[config.mk]
export PLATFORM = sky130hd
export DESIGN_NAME = cpu_checker_fsm
export DESIGN_NICKNAME = d
export VERILOG_FILES = /design/src/rtl/cpu_checker_fsm_pkg.sv /design/src/rtl/cpu_checker_fsm_char_class.sv /design/src/rtl/cpu_checker_fsm.sv
export SDC_FILE = /design/constraint.sdc
export NUM_CORES = 1
export LEC_CHECK = 0
export ABC_CLOCK_PERIOD_IN_PS = 2400
export CAP_MARGIN = 20
export CORE_AREA = 2 2 58 60
export CTS_CLUSTER_DIAMETER = 40
export DETAILED_ROUTE_END_ITERATION = 10
export DIE_AREA = 0 0 60 62
export HOLD_SLACK_MARGIN = 0.15
export SLEW_MARGIN = 25
export SYNTH_ARGS = -nofsm -noshare
export SYNTH_HDL_FRONTEND = slang
export SYNTH_SLANG_ARGS = --single-unit
[constraint.sdc]
create_clock -name clk -period 2.4 [get_ports clk]
set_clock_uncertainty 0.1 [all_clocks]
set_input_delay 0.36 -clock clk [delete_from_list [all_inputs] [get_ports clk]]
set_output_delay 0.36 -clock clk [all_outputs]
set_load 0.02 [all_outputs]
[src/rtl/cpu_checker_fsm_pkg.sv]
`default_nettype none
// +-----------------------------------------------------------------------+
// | Module   : cpu_checker_fsm_pkg                                         |
// | Brief    : States, format codes and ASCII constants for the checker.   |
// | Revision : 1.0                                                        |
// +-----------------------------------------------------------------------+
package cpu_checker_fsm_pkg;

    typedef enum logic [3:0] {
        S_IDLE     = 4'd0,
        S_TIME     = 4'd1,
        S_AT_SEEN  = 4'd2,
        S_PC       = 4'd3,
        S_COLON_SP = 4'd4,
        S_REG      = 4'd5,
        S_MEM      = 4'd6,
        S_SP_PRE   = 4'd7,
        S_LT       = 4'd8,
        S_EQ_SP    = 4'd9,
        S_DATA     = 4'd10,
        S_SP_POST  = 4'd11,
        S_DONE_REG = 4'd12,
        S_DONE_MEM = 4'd13
    } state_t;

    localparam logic [1:0] FMT_NONE = 2'd0;
    localparam logic [1:0] FMT_REG  = 2'd1;
    localparam logic [1:0] FMT_MEM  = 2'd2;

    localparam logic [7:0] C_CARET  = 8'h5E;
    localparam logic [7:0] C_AT     = 8'h40;
    localparam logic [7:0] C_COLON  = 8'h3A;
    localparam logic [7:0] C_DOLLAR = 8'h24;
    localparam logic [7:0] C_STAR   = 8'h2A;
    localparam logic [7:0] C_LT     = 8'h3C;
    localparam logic [7:0] C_EQ     = 8'h3D;
    localparam logic [7:0] C_HASH   = 8'h23;
    localparam logic [7:0] C_SPACE  = 8'h20;

    localparam logic [3:0] DEC_MAX = 4'd4;
    localparam logic [3:0] HEX_LEN = 4'd8;

endpackage
`default_nettype wire

[src/rtl/cpu_checker_fsm_char_class.sv]
`default_nettype none
// +-----------------------------------------------------------------------+
// | Module   : cpu_checker_fsm_char_class                                  |
// | Brief    : Combinational ASCII classifier (decimal, lowercase hex,     |
// |            space).                                                     |
// | Revision : 1.0                                                        |
// +-----------------------------------------------------------------------+
module cpu_checker_fsm_char_class
    import cpu_checker_fsm_pkg::*;
(
    input  logic [7:0] i_char,
    output logic       o_is_dec,
    output logic       o_is_hex_lc,
    output logic       o_is_space
);

    logic w_is_af;

    assign o_is_dec    = (i_char >= 8'h30) && (i_char <= 8'h39);
    // Uppercase A-F deliberately falls outside the hex class.
    assign w_is_af     = (i_char >= 8'h61) && (i_char <= 8'h66);
    assign o_is_hex_lc = o_is_dec || w_is_af;
    assign o_is_space  = (i_char == C_SPACE);

endmodule
`default_nettype wire

[src/rtl/cpu_checker_fsm.sv]
`default_nettype none
// +-----------------------------------------------------------------------+
// | Module   : cpu_checker_fsm                                             |
// | Brief    : Character-serial classifier of register/memory write trace  |
// |            records; pulses format_type for one cycle on completion.    |
// | Revision : 1.0                                                        |
// +-----------------------------------------------------------------------+
module cpu_checker_fsm
    import cpu_checker_fsm_pkg::*;
(
    input  logic       clk,
    input  logic       reset,
    input  logic [7:0] char,
    output logic [1:0] format_type
);

    state_t     r_state;
    state_t     w_state_nxt;
    logic [3:0] r_cnt;
    logic [3:0] w_cnt_nxt;
    logic       r_is_mem;
    logic       w_is_mem_nxt;

    logic w_is_dec;
    logic w_is_hex;
    logic w_is_space;
    logic w_cnt_inc_ok_dec;
    logic w_cnt_inc_ok_hex;
    logic w_hex_full;

    cpu_checker_fsm_char_class u_char_class (
        .i_char      (char),
        .o_is_dec    (w_is_dec),
        .o_is_hex_lc (w_is_hex),
        .o_is_space  (w_is_space)
    );

    assign w_cnt_inc_ok_dec = (r_cnt < DEC_MAX);
    assign w_cnt_inc_ok_hex = (r_cnt < HEX_LEN);
    assign w_hex_full       = (r_cnt == HEX_LEN);

    always_ff @(posedge clk or negedge reset) begin
        if (!reset) begin
            r_state  <= S_IDLE;
            r_cnt    <= 4'd0;
            r_is_mem <= 1'b0;
        end else begin
            r_state  <= w_state_nxt;
            r_cnt    <= w_cnt_nxt;
            r_is_mem <= w_is_mem_nxt;
        end
    end

    always_comb begin
        w_state_nxt  = S_IDLE;
        w_cnt_nxt    = 4'd0;
        w_is_mem_nxt = r_is_mem;

        // A caret always resynchronises, whatever the current state.
        if (char == C_CARET) begin
            w_state_nxt = S_TIME;
        end else begin
            case (r_state)
                S_IDLE: w_state_nxt = S_IDLE;
                S_TIME: begin
                    if (w_is_dec && w_cnt_inc_ok_dec) begin
                        w_state_nxt = S_TIME;
                        w_cnt_nxt   = r_cnt + 4'd1;
                    end else if (char == C_AT && r_cnt != 4'd0) begin
                        w_state_nxt = S_AT_SEEN;
                    end
                end
                S_AT_SEEN: begin
                    if (w_is_hex) begin
                        w_state_nxt = S_PC;
                        w_cnt_nxt   = 4'd1;
                    end
                end
                S_PC: begin
                    if (w_is_hex && w_cnt_inc_ok_hex) begin
                        w_state_nxt = S_PC;
                        w_cnt_nxt   = r_cnt + 4'd1;
                    end else if (char == C_COLON && w_hex_full) begin
                        w_state_nxt = S_COLON_SP;
                    end
                end
                S_COLON_SP: begin
                    if (w_is_space) begin
                        w_state_nxt = S_COLON_SP;
                    end else if (char == C_DOLLAR) begin
                        w_state_nxt  = S_REG;
                        w_is_mem_nxt = 1'b0;
                    end else if (char == C_STAR) begin
                        w_state_nxt  = S_MEM;
                        w_is_mem_nxt = 1'b1;
                    end
                end
                S_REG: begin
                    if (w_is_dec && w_cnt_inc_ok_dec) begin
                        w_state_nxt = S_REG;
                        w_cnt_nxt   = r_cnt + 4'd1;
                    end else if (r_cnt != 4'd0 && w_is_space) begin
                        w_state_nxt = S_SP_PRE;
                    end else if (r_cnt != 4'd0 && char == C_LT) begin
                        w_state_nxt = S_LT;
                    end
                end
                S_MEM: begin
                    if (w_is_hex && w_cnt_inc_ok_hex) begin
                        w_state_nxt = S_MEM;
                        w_cnt_nxt   = r_cnt + 4'd1;
                    end else if (w_hex_full && w_is_space) begin
                        w_state_nxt = S_SP_PRE;
                    end else if (w_hex_full && char == C_LT) begin
                        w_state_nxt = S_LT;
                    end
                end
                S_SP_PRE: begin
                    if (w_is_space) w_state_nxt = S_SP_PRE;
                    else if (char == C_LT) w_state_nxt = S_LT;
                end
                S_LT: begin
                    if (char == C_EQ) w_state_nxt = S_EQ_SP;
                end
                S_EQ_SP: begin
                    if (w_is_space) begin
                        w_state_nxt = S_EQ_SP;
                    end else if (w_is_hex) begin
                        w_state_nxt = S_DATA;
                        w_cnt_nxt   = 4'd1;
                    end
                end
                S_DATA: begin
                    if (w_is_hex && w_cnt_inc_ok_hex) begin
                        w_state_nxt = S_DATA;
                        w_cnt_nxt   = r_cnt + 4'd1;
                    end else if (w_hex_full && w_is_space) begin
                        w_state_nxt = S_SP_POST;
                    end else if (w_hex_full && char == C_HASH) begin
                        w_state_nxt = r_is_mem ? S_DONE_MEM : S_DONE_REG;
                    end
                end
                S_SP_POST: begin
                    if (w_is_space) w_state_nxt = S_SP_POST;
                    else if (char == C_HASH) w_state_nxt = r_is_mem ? S_DONE_MEM : S_DONE_REG;
                end
                default: w_state_nxt = S_IDLE;
            endcase
        end
    end

    always_comb begin
        case (r_state)
            S_DONE_REG: format_type = FMT_REG;
            S_DONE_MEM: format_type = FMT_MEM;
            default:    format_type = FMT_NONE;
        endcase
    end

endmodule
`default_nettype wire

* Word level (Yosys, flattened, before mapping)
Cells that the tools add are included.
** Operators by class
- Add/subtract/negate cells :: 1
- Magnitude comparators :: 6
- Equality and inequality tests :: 23
- Mux-type cells :: 36
- Bitwise logic cells :: 2
- Reduce and logical (&&, ||, !) cells :: 17
** Operators with widths (count)
- two-way mux 4 bit :: 21
- == test 8 x 6 -> 1 bit (second input constant) :: 7
- one-hot mux 4 bit (11 select lines) :: 1
- == test 4 bit (second input constant) :: 7
- == test 4 x 3 -> 1 bit (second input constant) :: 4
- == test 8 x 7 -> 1 bit (second input constant) :: 2
- one-hot mux 4 bit (4 select lines) :: 1
- two-way mux 3 bit :: 5
- logical AND 1 bit :: 11
- == test 4 x 2 -> 1 bit (second input constant) :: 2
- greater-or-equal comparator 8 x 6 -> 1 bit (second input constant) :: 1
- greater-or-equal comparator 8 x 7 -> 1 bit (second input constant) :: 1
- <= comparator 8 x 6 -> 1 bit (second input constant) :: 1
- <= comparator 8 x 7 -> 1 bit (second input constant) :: 1
- two-way mux 2 bit :: 3
- adder 4 x 1 -> 4 bit (second input constant) :: 1
- == test 4 x 1 -> 1 bit (second input constant) :: 1
- < comparator 4 x 3 -> 1 bit (second input constant) :: 1
- < comparator 4 bit (second input constant) :: 1
- two-way mux 1 bit :: 4
- one-hot mux 2 bit (2 select lines) :: 1
- AND reduction 4 bit :: 1
- nonzero test 4 bit :: 1
- OR reduction 3 bit :: 1
- 4 further kinds :: 5
** Word-level totals
- Register bits after elaboration :: 9
- Input bits :: 10
- Output and inout bits :: 2
- Logic and storage cells :: 88

* Longest topological paths before layout
Gate-level depths: netlist of the first run.
- Depth in word-level cells :: 7
- Mapped depth :: 7
- Depth with buffers taken out :: 7

* By module
Synthesis of the first run repeated with hierarchy kept, for this count alone.
** Unflattened totals
- Cells, all modules :: 134
- Area total of the unflattened synthesis :: 1056.0 µm²
** By module, submodules not included
- cpu_checker_fsm :: times used 1, cells each 124, area an instance 979.7 µm², seq. area each 225.2 µm²
- cpu_checker_fsm_char_class :: times used 1, cells each 10, area an instance 76.3 µm², seq. area each 0.0 µm²

* Least setup slack after synthesis of the first run
No wires, ideal clock.
- Path type :: register to register
- Start point :: register r_cnt[0]
- End point :: register r_state[0]
- Setup time :: 140 ps
- Arrival :: 1620 ps
- Data required time :: 2160 ps
- Setup slack :: 540 ps
- Stages on the path, launching flop included :: 8
- Buffers on the path :: 0
- Period minus slack after synthesis :: 1860 ps
- Path through :: dfrtp_1 inv_1 ha_1 and3b_1 o2111a_1 o2bb2ai_1 a2111oi_1 nand4b_1
** On the way
- Longest elaborated chain between the ends :: 7
- Elaborated cells on any way between the ends :: 20
- Those cells by class :: 2 x order compare; 1 x eq/ne; 11 x mux; 6 x reduce/logical
** Ends and longest elaborated chain
- start: declaration :: RTL line cpu_checker_fsm.sv:19 : logic [3:0] r_cnt;
- start signal: assignment :: RTL line cpu_checker_fsm.sv:49 : r_cnt <= w_cnt_nxt;
- == test 4 bit :: RTL line cpu_checker_fsm.sv:40 : assign w_hex_full = (r_cnt == HEX_LEN);
- logical AND 1 bit :: RTL line cpu_checker_fsm.sv:139 : end else if (w_hex_full && char == C_HASH) begin
- two-way mux 4 bit :: RTL line cpu_checker_fsm.sv:139
- two-way mux 4 bit :: RTL line cpu_checker_fsm.sv:137 : end else if (w_hex_full && w_is_space) begin
- two-way mux 4 bit :: RTL line cpu_checker_fsm.sv:134 : if (w_is_hex && w_cnt_inc_ok_hex) begin
- one-hot mux 4 bit (11 select lines) (*) :: RTL line cpu_checker_fsm.sv:63 : case (r_state)
- two-way mux 4 bit (*) :: RTL line cpu_checker_fsm.sv:60 : if (char == C_CARET) begin
- net w_state_nxt[0] :: RTL line cpu_checker_fsm.sv:18 : state_t w_state_nxt;
- end signal: assignment :: RTL line cpu_checker_fsm.sv:48 : r_state <= w_state_nxt;
- end: declaration :: RTL line cpu_checker_fsm.sv:17 : state_t r_state;
The timed path passes the listed nets; every way through them passes the cells marked *.
A chain may end at the register's enable or synchronous reset.

* Worst setup path in the final report of the first run
- Start point :: register r_state[1]
- End point :: output port format_type[1]
** On the way
- Longest elaborated chain between the ends :: 2
- Elaborated cells on any way between the ends :: 3
- Those cells by class :: 2 x eq/ne; 1 x mux
** Ends and longest elaborated chain
- == test 4 bit :: RTL line cpu_checker_fsm.sv:153 : case (r_state)
- one-hot mux 2 bit (2 select lines) (*) :: RTL line cpu_checker_fsm.sv:153
- end: declaration :: RTL line cpu_checker_fsm.sv:14 : output logic [1:0] format_type
Every way passes the cells marked *; elsewhere a longest branch is shown, timed or not.

==> impl_results.html, run 1 <==
<table>
<tr><th>Metric</th><th>Value</th></tr>
<tr><th colspan="2">Layout</th></tr>
<tr><td>Final cell utilization of the core</td><td>0.381</td></tr>
<tr><td>Finished layout cell area</td><td>about 1200 um^2</td></tr>
<tr><td>Proportion of layout cells with a drive suffix above 1</td><td>0.138</td></tr>
<tr><td>Synth-to-Final Area Change</td><td>14.4%</td></tr>
<tr><td>Final antenna diode count</td><td>0</td></tr>
<tr><td>Final-stage net count</td><td>~160</td></tr>
<tr><th colspan="2">STA</th></tr>
<tr><td>Final clock period utilization by the worst path</td><td>0.925</td></tr>
<tr><td>Least-Margin Pin Slew</td><td>0.550 ns</td></tr>
<tr><td>Final number of max-transition violations</td><td>0</td></tr>
<tr><td>Tightest slew margin relative to the limit</td><td>0.634</td></tr>
<tr><td>Final worst-path setup slack</td><td>0.179 ns</td></tr>
<tr><td>Maximum clock frequency</td><td>450 MHz</td></tr>
<tr><td>Setup-violating endpoint count in the final report</td><td>0</td></tr>
<tr><td>Final setup TNS</td><td>0 ns</td></tr>
<tr><td>Clock period minus final worst setup slack</td><td>between 2 and 2.5 ns</td></tr>
<tr><td>RSZ-0062 raised after global routing</td><td>false</td></tr>
<tr><td>Final hold violations</td><td>0</td></tr>
<tr><th colspan="2">Critical path</th></tr>
<tr><td>Slowest cell on the critical path</td><td>sky130_fd_sc_hd__clkdlybuf4s50_1</td></tr>
<tr><td>Arrival @ worst endpoint</td><td>1.76 ns</td></tr>
<tr><td>Setup slack, reg-to-reg</td><td>0.24 ns</td></tr>
<tr><td>Crit. Startpoint</td><td>r_state[1]</td></tr>
<tr><td>CP Max Fanout</td><td>18</td></tr>
<tr><td>Startpoint kind of the worst setup timing path</td><td>register</td></tr>
<tr><td>CP Cell Sequence</td><td>nor3_1, clkdlybuf4s50_1</td></tr>
<tr><td>Setup Crit Path Kind</td><td>register to primary output</td></tr>
<tr><td>Endpoint type of the worst setup path</td><td>primary output</td></tr>
<tr><td>Worst path max stage delay</td><td>about 0.63 ns</td></tr>
<tr><td>Source of the worst register-to-register timing path</td><td>r_cnt[0]</td></tr>
<tr><td>R2r endpoint</td><td>r_state[0]</td></tr>
<tr><td>Worst setup path end</td><td>format_type[1]</td></tr>
<tr><td>Worst EP required</td><td>1.94 ns</td></tr>
<tr><td>Number of cells traversed by the worst register-to-register path</td><td>7</td></tr>
<tr><th colspan="2">Worst hold path</th></tr>
<tr><td>Type of the tightest min-delay check</td><td>primary input to asynchronous set/reset pin</td></tr>
<tr><th colspan="2">Die</th></tr>
<tr><td>Die area</td><td>approximately 3700 um^2</td></tr>
<tr><td>I/O pin total</td><td>12</td></tr>
<tr><td>Initial cell density of the core</td><td>0.333</td></tr>
<tr><td>Width of the die</td><td>60 um</td></tr>
<tr><td>Number of standard-cell rows in the floorplan</td><td>21</td></tr>
<tr><td>Die Span Y</td><td>around 62 um</td></tr>
<tr><td>Core region area</td><td>3180 um^2</td></tr>
<tr><th colspan="2">CTS</th></tr>
<tr><td>Maximum root-to-sink buffer count</td><td>2</td></tr>
<tr><td>Clock tree from TritonCTS</td><td>done</td></tr>
<tr><td>CTS Root Cell</td><td>sky130_fd_sc_hd__clkbuf_4</td></tr>
<tr><td>Gates resized, CTS repair</td><td>0</td></tr>
<tr><td>Hold buffer count at cts</td><td>0</td></tr>
<tr><td>Clock sink count</td><td>9</td></tr>
<tr><td>Clk Latency, worst-skew pair</td><td>0.28 ns</td></tr>
<tr><td>Number of H-tree levels</td><td>1</td></tr>
<tr><td>Number of post-CTS setup repair buffers</td><td>0</td></tr>
<tr><td>Clk slew on worst S/H paths</td><td>0.08 ns</td></tr>
<tr><td>TritonCTS buffer count</td><td>3</td></tr>
<tr><th colspan="2">Power and ir drop</th></tr>
<tr><td>Pwr dens</td><td>approximately 280 nW/um^2</td></tr>
<tr><td>Int Pwr</td><td>245 uW</td></tr>
<tr><td>Net switching power</td><td>96.5 uW</td></tr>
<tr><td>Sequential share of power</td><td>0.444</td></tr>
<tr><td>Leakage component of the power</td><td>0.000482 uW</td></tr>
<tr><td>Worst IR Drop VDD</td><td>0.0000990 V</td></tr>
<tr><td>Relative contribution of the clock network to total power</td><td>0.377</td></tr>
<tr><td>Proportion of power drawn by combinational gates</td><td>0.179</td></tr>
<tr><td>Overall power of the completed layout</td><td>341 uW</td></tr>
<tr><td>Net switching share of the total power</td><td>0.283</td></tr>
<tr><th colspan="2">Logic synthesis</th></tr>
<tr><td>Count of flip-flops with a built-in enable after synthesis</td><td>0</td></tr>
<tr><td>Distinct cell type count of the synthesized netlist</td><td>49</td></tr>
<tr><td>Syn nets</td><td>145</td></tr>
<tr><td>Most instantiated library cell after synthesis</td><td>sky130_fd_sc_hd__nor2_1</td></tr>
<tr><td>Avg Inst Size Synth</td><td>between 7 and 8 um^2</td></tr>
<tr><td>Most frequent cells after synthesis</td><td>sky130_fd_sc_hd__nor2_1, sky130_fd_sc_hd__nand2_1, sky130_fd_sc_hd__nand3_1, sky130_fd_sc_hd__dfrtp_1, sky130_fd_sc_hd__buf_6</td></tr>
<tr><td>Total of flip-flops plus latches after synthesis</td><td>9</td></tr>
<tr><td>Leading register cell type out of synthesis</td><td>sky130_fd_sc_hd__dfrtp_1</td></tr>
<tr><td>Largest area contributor in the synthesized netlist</td><td>sky130_fd_sc_hd__dfrtp_1</td></tr>
<tr><td>Top cell type's share of synthesized area</td><td>0.213</td></tr>
<tr><td>Post-synthesis instance total</td><td>approximately 130</td></tr>
<tr><td>Synth async-reset ratio</td><td>1.00</td></tr>
<tr><td>Most area-consuming cells after synthesis</td><td>sky130_fd_sc_hd__dfrtp_1, sky130_fd_sc_hd__buf_6, sky130_fd_sc_hd__nor2_1</td></tr>
<tr><td>Combined area of all synthesized cells</td><td>~1100 um^2</td></tr>
<tr><td>Ys Warns</td><td>0</td></tr>
<tr><td>Share of synthesized area occupied by flip-flops and latches</td><td>0.213</td></tr>
<tr><th colspan="2">GRT</th></tr>
<tr><td>Total global routing overflow</td><td>0</td></tr>
<tr><td>Vias in the first global route</td><td>1001</td></tr>
<tr><td>First-pass GRT wire length</td><td>about 4600 um</td></tr>
<tr><td>Overall routing resource usage</td><td>0.164</td></tr>
<tr><td>Largest net degree at the start of global routing</td><td>19</td></tr>
<tr><td>Initial antenna violation count</td><td>0</td></tr>
<tr><th colspan="2">Drt</th></tr>
<tr><td>Vias per Instance</td><td>5.95</td></tr>
<tr><td>Total number of vias</td><td>1137</td></tr>
<tr><td>First-pass iteration count of the detailed router</td><td>4</td></tr>
<tr><td>DRC violation total after the first TritonRoute iteration</td><td>92</td></tr>
<tr><td>Final wirelength</td><td>2830 um</td></tr>
<tr><td>Remaining design rule violation count</td><td>0</td></tr>
<tr><td>Antenna viol nets, final</td><td>0</td></tr>
<tr><td>Average routed wire per standard cell</td><td>14.8 um</td></tr>
<tr><th colspan="2">Placed design</th></tr>
<tr><td>HPWL after DPL</td><td>2150 um</td></tr>
<tr><td># port buffers</td><td>11</td></tr>
<tr><td>Routability-driven placement congestion ratio</td><td>1.01</td></tr>
<tr><td>Worst slack, placed</td><td>0.0497 ns</td></tr>
<tr><td>Placed cell area</td><td>1180 um^2</td></tr>
<tr><th colspan="2">Run</th></tr>
<tr><td>MaxCap Viol Count</td><td>0</td></tr>
<tr><th colspan="2">Status</th></tr>
<tr><td>Result of the run</td><td>finished, final reports clean</td></tr>
</table>
## state kept, by name, indices dropped and copies added, names as in the netlist
| signal | count |
|---|---|
| r_is_mem | 1 |
| r_cnt | 4 |
| r_state | 4 |
## layout by cell type (no fill, tap or decap), types with 5 or more instances in the layout
cell                              count
sky130_fd_sc_hd__nand2_1             11
sky130_fd_sc_hd__a21oi_1              5
sky130_fd_sc_hd__nand3_1             10
sky130_fd_sc_hd__nor2b_1              5
sky130_fd_sc_hd__nor2_1              16
sky130_fd_sc_hd__clkdlybuf4s50_1     11
sky130_fd_sc_hd__dfrtp_1              9
sky130_fd_sc_hd__inv_1                5
sky130_fd_sc_hd__buf_4                8
## power groups by stage
stage	combinational [uW]	clock, uW	sequential [uW]
6_report	61.0	129	152
3_5_place_dp	60.4	0	155
4_1_cts	60.5	125	152
2_1_floorplan	30.3	0	155
3_3_place_gp	59.9	0	155
5_1_grt	66.4	133	152
## worst max-delay path, delay by kind of cell, from the launching register on
family	cells	cell delay, ns
buffers and inverters	1	0.63
flip-flops	1	0.59
AND/OR/NAND/NOR	1	0.26
## logic make-up after synthesis
group | Yosys count | synth area share
xor+xnor | 3 | 0.0248
flops | 9 | 0.213
fa+ha+maj | 2 | 0.0236
compound gates | 32 | 0.221
buf+inv | 16 | 0.113
simple gates | 71 | 0.404
## cell type report
| class | count | area, um^2 |
|---|---|---|
| fillers | 313 | 1970 |
| multi-input cells | 108 | 713 |
| flip-flops and latches | 9 | 225 |
| repair buffers | 19 | 170 |
| well taps | 46 | 57.6 |
| clock buffers | 4 | 26.3 |
| inverters | 5 | 18.8 |
## metal layers
layer | vias to the layer above | track usage | wire length [um]
li1 | 523 | - | -
met1 | 529 | 0.216 | 1160
met2 | 75 | 0.272 | 1360
met3 | 10 | 0.0124 | 227
met4 | 0 | 0.0794 | 75
met5 | - | 0 | 0
## per-stage QoR
stage / hold WS, ns / std cells
2_1_floorplan: -0.0356 / 133
3_3_place_gp: 0.402 / 187
3_5_place_dp: 0.407 / 187
4_1_cts: 0.314 / 191
5_1_grt: 0.331 / 191
6_report: 0.288 / 191
## how the worst min path moves through the flow
stage / startpoint / to / slack, ns
finish: reset / r_state[3] / 0.29
global placement: r_cnt[0] / r_cnt[0] / 0.40
detailed placement: r_cnt[0] / r_cnt[0] / 0.41
floorplan: reset / r_cnt[0] / -0.04
global route: reset / r_is_mem / 0.33
CTS: reset / r_is_mem / 0.31
Power figures use the tool's default switching activity.
==> run 2, diff against run 1 <==
--- a/config.mk
+++ b/config.mk
@@ -11,7 +11,7 @@
 export CTS_CLUSTER_DIAMETER = 40
 export DETAILED_ROUTE_END_ITERATION = 10
 export DIE_AREA = 0 0 60 62
-export HOLD_SLACK_MARGIN = 0.15
+export HOLD_SLACK_MARGIN = 0.05
 export SLEW_MARGIN = 25
 export SYNTH_ARGS = -nofsm -noshare
 export SYNTH_HDL_FRONTEND = slang
==> results of run 2 <==
Same layout as run 1: the final DEF is identical, and so are final timing and power.
==> run 3, diff against run 2 <==
--- a/config.mk
+++ b/config.mk
@@ -7,10 +7,10 @@
 export LEC_CHECK = 0
 export ABC_CLOCK_PERIOD_IN_PS = 2400
 export CAP_MARGIN = 20
-export CORE_AREA = 2 2 58 60
+export CORE_AREA = 2 2 55 57
 export CTS_CLUSTER_DIAMETER = 40
 export DETAILED_ROUTE_END_ITERATION = 10
-export DIE_AREA = 0 0 60 62
+export DIE_AREA = 0 0 57 59
 export HOLD_SLACK_MARGIN = 0.05
 export SLEW_MARGIN = 25
 export SYNTH_ARGS = -nofsm -noshare
==> run 3 against run 2 <==
Non-clock buffer count is 2 higher. Global-route usage rose by 1.4 points. Sequential power about the same. Combinational power is 4.8% higher. First-iteration DRC count fell by 57%. Cell area shrank 0.31%. Sequential cell count unchanged. Final cell count is 6.8% lower. Clock power shrank 11%.
==> impl_results.html, run 3 (synthesized netlist as in run 1, its figures left out) <==
<table>
<tr><th>Metric</th><th>Value</th></tr>
<tr><th colspan="2">Status</th></tr>
<tr><td>Result of the run</td><td>finished, final reports clean (unchanged)</td></tr>
<tr><th colspan="2">Power and ir drop</th></tr>
<tr><td>Net switching share of the total power</td><td>0.254 (was 0.283)</td></tr>
<tr><td>Leakage component of the power</td><td>0.000492 uW (was 0.000482 uW)</td></tr>
<tr><td>Int Pwr</td><td>247 uW (was 245 uW)</td></tr>
<tr><td>Pwr dens</td><td>274 nW/um^2 (was 282 nW/um^2)</td></tr>
<tr><td>Sequential share of power</td><td>0.459 (was 0.444)</td></tr>
<tr><td>Worst IR Drop VDD</td><td>0.000375 V (was 0.0000990 V)</td></tr>
<tr><td>Net switching power</td><td>83.8 uW (was 96.5 uW)</td></tr>
<tr><td>Relative contribution of the clock network to total power</td><td>0.348 (was 0.377)</td></tr>
<tr><td>Proportion of power drawn by combinational gates</td><td>0.193 (was 0.179)</td></tr>
<tr><th colspan="2">CTS</th></tr>
<tr><td>Number of post-CTS setup repair buffers</td><td>0 (unchanged)</td></tr>
<tr><td>CTS Root Cell</td><td>sky130_fd_sc_hd__clkbuf_4 (unchanged)</td></tr>
<tr><td>Clk Latency, worst-skew pair</td><td>0.26 ns (was 0.28 ns)</td></tr>
<tr><td>TritonCTS buffer count</td><td>3 (unchanged)</td></tr>
<tr><td>Maximum root-to-sink buffer count</td><td>2 (unchanged)</td></tr>
<tr><td>Clock tree from TritonCTS</td><td>done (unchanged)</td></tr>
<tr><td>Clock sink count</td><td>9 (unchanged)</td></tr>
<tr><td>Clk slew on worst S/H paths</td><td>0.06 ns (was 0.08 ns)</td></tr>
<tr><td>Gates resized, CTS repair</td><td>0 (unchanged)</td></tr>
<tr><td>Number of H-tree levels</td><td>1 (unchanged)</td></tr>
<tr><td>Hold buffer count at cts</td><td>0 (unchanged)</td></tr>
<tr><th colspan="2">STA</th></tr>
<tr><td>RSZ-0062 raised after global routing</td><td>false (unchanged)</td></tr>
<tr><td>Setup-violating endpoint count in the final report</td><td>0 (unchanged)</td></tr>
<tr><td>Final hold violations</td><td>0 (unchanged)</td></tr>
<tr><td>Tightest slew margin relative to the limit</td><td>0.621 (was 0.634)</td></tr>
<tr><td>Clock period minus final worst setup slack</td><td>2.21 ns (was 2.22 ns)</td></tr>
<tr><td>Final worst-path setup slack</td><td>0.190 ns (was 0.179 ns)</td></tr>
<tr><td>Maximum clock frequency</td><td>452 MHz (was 450 MHz)</td></tr>
<tr><td>Final setup TNS</td><td>0 ns (unchanged)</td></tr>
<tr><td>Final clock period utilization by the worst path</td><td>0.921 (was 0.925)</td></tr>
<tr><td>Least-Margin Pin Slew</td><td>0.568 ns (was 0.550 ns)</td></tr>
<tr><td>Final number of max-transition violations</td><td>0 (unchanged)</td></tr>
<tr><th colspan="2">GRT</th></tr>
<tr><td>Total global routing overflow</td><td>0 (unchanged)</td></tr>
<tr><td>Largest net degree at the start of global routing</td><td>19 (unchanged)</td></tr>
<tr><td>First-pass GRT wire length</td><td>4640 um (about the same)</td></tr>
<tr><td>Vias in the first global route</td><td>1051 (was 1001)</td></tr>
<tr><td>Initial antenna violation count</td><td>0 (unchanged)</td></tr>
<tr><td>Overall routing resource usage</td><td>0.177 (was 0.164)</td></tr>
<tr><th colspan="2">Die</th></tr>
<tr><td>Die area</td><td>3360 um^2 (was 3720 um^2)</td></tr>
<tr><td>Die Span Y</td><td>59 um (was 62 um)</td></tr>
<tr><td>I/O pin total</td><td>12 (unchanged)</td></tr>
<tr><td>Number of standard-cell rows in the floorplan</td><td>19 (was 21)</td></tr>
<tr><td>Width of the die</td><td>57 um (was 60 um)</td></tr>
<tr><td>Initial cell density of the core</td><td>0.391 (was 0.333)</td></tr>
<tr><td>Core region area</td><td>2710 um^2 (was 3180 um^2)</td></tr>
<tr><th colspan="2">Drt</th></tr>
<tr><td>Vias per Instance</td><td>6.23 (was 5.95)</td></tr>
<tr><td>Final wirelength</td><td>2810 um (was 2830 um)</td></tr>
<tr><td>First-pass iteration count of the detailed router</td><td>4 (unchanged)</td></tr>
<tr><td>DRC violation total after the first TritonRoute iteration</td><td>40 (was 92)</td></tr>
<tr><td>Antenna viol nets, final</td><td>0 (unchanged)</td></tr>
<tr><td>Average routed wire per standard cell</td><td>15.8 um (was 14.8 um)</td></tr>
<tr><td>Total number of vias</td><td>1109 (was 1137)</td></tr>
<tr><td>Remaining design rule violation count</td><td>0 (unchanged)</td></tr>
<tr><th colspan="2">Critical path</th></tr>
<tr><td>Arrival @ worst endpoint</td><td>1.75 ns (was 1.76 ns)</td></tr>
<tr><td>Startpoint kind of the worst setup timing path</td><td>register (unchanged)</td></tr>
<tr><td>Worst path max stage delay</td><td>0.63 ns (about the same)</td></tr>
<tr><td>Number of cells traversed by the worst register-to-register path</td><td>7 (unchanged)</td></tr>
<tr><td>Worst EP required</td><td>1.94 ns (about the same)</td></tr>
<tr><td>CP Max Fanout</td><td>18 (unchanged)</td></tr>
<tr><td>Slowest cell on the critical path</td><td>sky130_fd_sc_hd__clkdlybuf4s50_1 (unchanged)</td></tr>
<tr><td>Setup Crit Path Kind</td><td>register to primary output (unchanged)</td></tr>
<tr><td>Source of the worst register-to-register timing path</td><td>r_cnt[0] (unchanged)</td></tr>
<tr><td>CP Cell Sequence</td><td>nor3_1, clkdlybuf4s50_1 (unchanged)</td></tr>
<tr><td>Endpoint type of the worst setup path</td><td>primary output (unchanged)</td></tr>
<tr><td>R2r endpoint</td><td>r_state[0] (unchanged)</td></tr>
<tr><td>Setup slack, reg-to-reg</td><td>0.22 ns (was 0.24 ns)</td></tr>
<tr><th colspan="2">Layout</th></tr>
<tr><td>Proportion of layout cells with a drive suffix above 1</td><td>0.150 (was 0.138)</td></tr>
<tr><td>Highest-count cells in the layout ignoring fill and taps</td><td>sky130_fd_sc_hd__nor2_1, sky130_fd_sc_hd__nand2_1, sky130_fd_sc_hd__clkdlybuf4s50_1 (unchanged)</td></tr>
<tr><td>Final-stage net count</td><td>160 (was 158)</td></tr>
<tr><td>Final antenna diode count</td><td>0 (unchanged)</td></tr>
<tr><td>Synth-to-Final Area Change</td><td>14.1% (was 14.4%)</td></tr>
<tr><td>Largest registers</td><td>r_cnt (4), r_state (4), r_is_mem (1) (unchanged)</td></tr>
<tr><td>Most common cell after layout, fill and taps aside</td><td>sky130_fd_sc_hd__nor2_1 (unchanged)</td></tr>
<tr><th colspan="2">Placed design</th></tr>
<tr><td># port buffers</td><td>11 (unchanged)</td></tr>
<tr><td>HPWL after DPL</td><td>2190 um (was 2150 um)</td></tr>
<tr><td>Routability-driven placement congestion ratio</td><td>0.990 (was 1.01)</td></tr>
<tr><td>Worst slack, placed</td><td>0.0634 ns (was 0.0497 ns)</td></tr>
<tr><th colspan="2">Worst hold path</th></tr>
<tr><td>Type of the tightest min-delay check</td><td>primary input to asynchronous set/reset pin (unchanged)</td></tr>
<tr><th colspan="2">Run</th></tr>
<tr><td>MaxCap Viol Count</td><td>0 (unchanged)</td></tr>
</table>
## run 3: cell count changes in the layout (fill, tap and decap cells not counted), sizes merged
| cell | before | now |
|---|---|---|
| buf | 8 | 10 |
## run 3: worst max path at each step
stage | from | endpoint | slack, ns
after global placement | char[2] | r_state[0] | 0.07
after global routing | r_state[1] | format_type[1] | 0.07
after CTS | r_state[1] | format_type[0] | 0.17
final | r_state[1] | format_type[0] | 0.19
after floorplan | r_cnt[0] | r_state[0] | 0.54
after detailed placement | char[2] | r_state[0] | 0.06
## run 3: critical path: cells and delay by family, from the launching register on
| family | cells | cell delay (ns) |
|---|---|---|
| buf+inv | 1 | 0.63 |
| simple gates | 1 | 0.27 |
| flops | 1 | 0.59 |
## run 3: final cells by class
class	count	area (um^2)
Fill cell	291	1500
Clock buffer	4	26.3
Inverter	5	18.8
Multi-Input combinational cell	108	713
Tap cell	31	38.8
Sequential cell	9	225
Timing Repair Buffer	21	185
## run 3: layer usage
| metal | part of all wire | GRT usage | vias up |
|---|---|---|---|
| met4 | 0 | 0.0199 | 0 |
| li1 | - | - | 525 |
| met5 | 0 | 0 | - |
| met3 | 0.065 | 0.0459 | 0 |
| met1 | 0.46 | 0.235 | 542 |
| met2 | 0.48 | 0.302 | 42 |
## run 3: metrics by stage
step	instances	area, um^2	hold slack, ns	util	total power [uW]
after global placement	174	1180	0.407	0.436	217
final	178	1210	0.311	0.446	331
after CTS	178	1210	0.316	0.446	336
after global routing	178	1210	0.321	0.446	351
after floorplan	133	1060	-0.0356	-	185
after detailed placement	174	1180	0.409	0.436	218
## run 3: power by group through the flow
stage	Clock [uW]	Sequential [uW]	Combinational [uW]
after floorplan	0	155	30.3
after global placement	0	155	62.8
after detailed placement	0	155	63.8
after CTS	120	152	63.8
after global routing	131	152	68.5
final	115	152	63.9
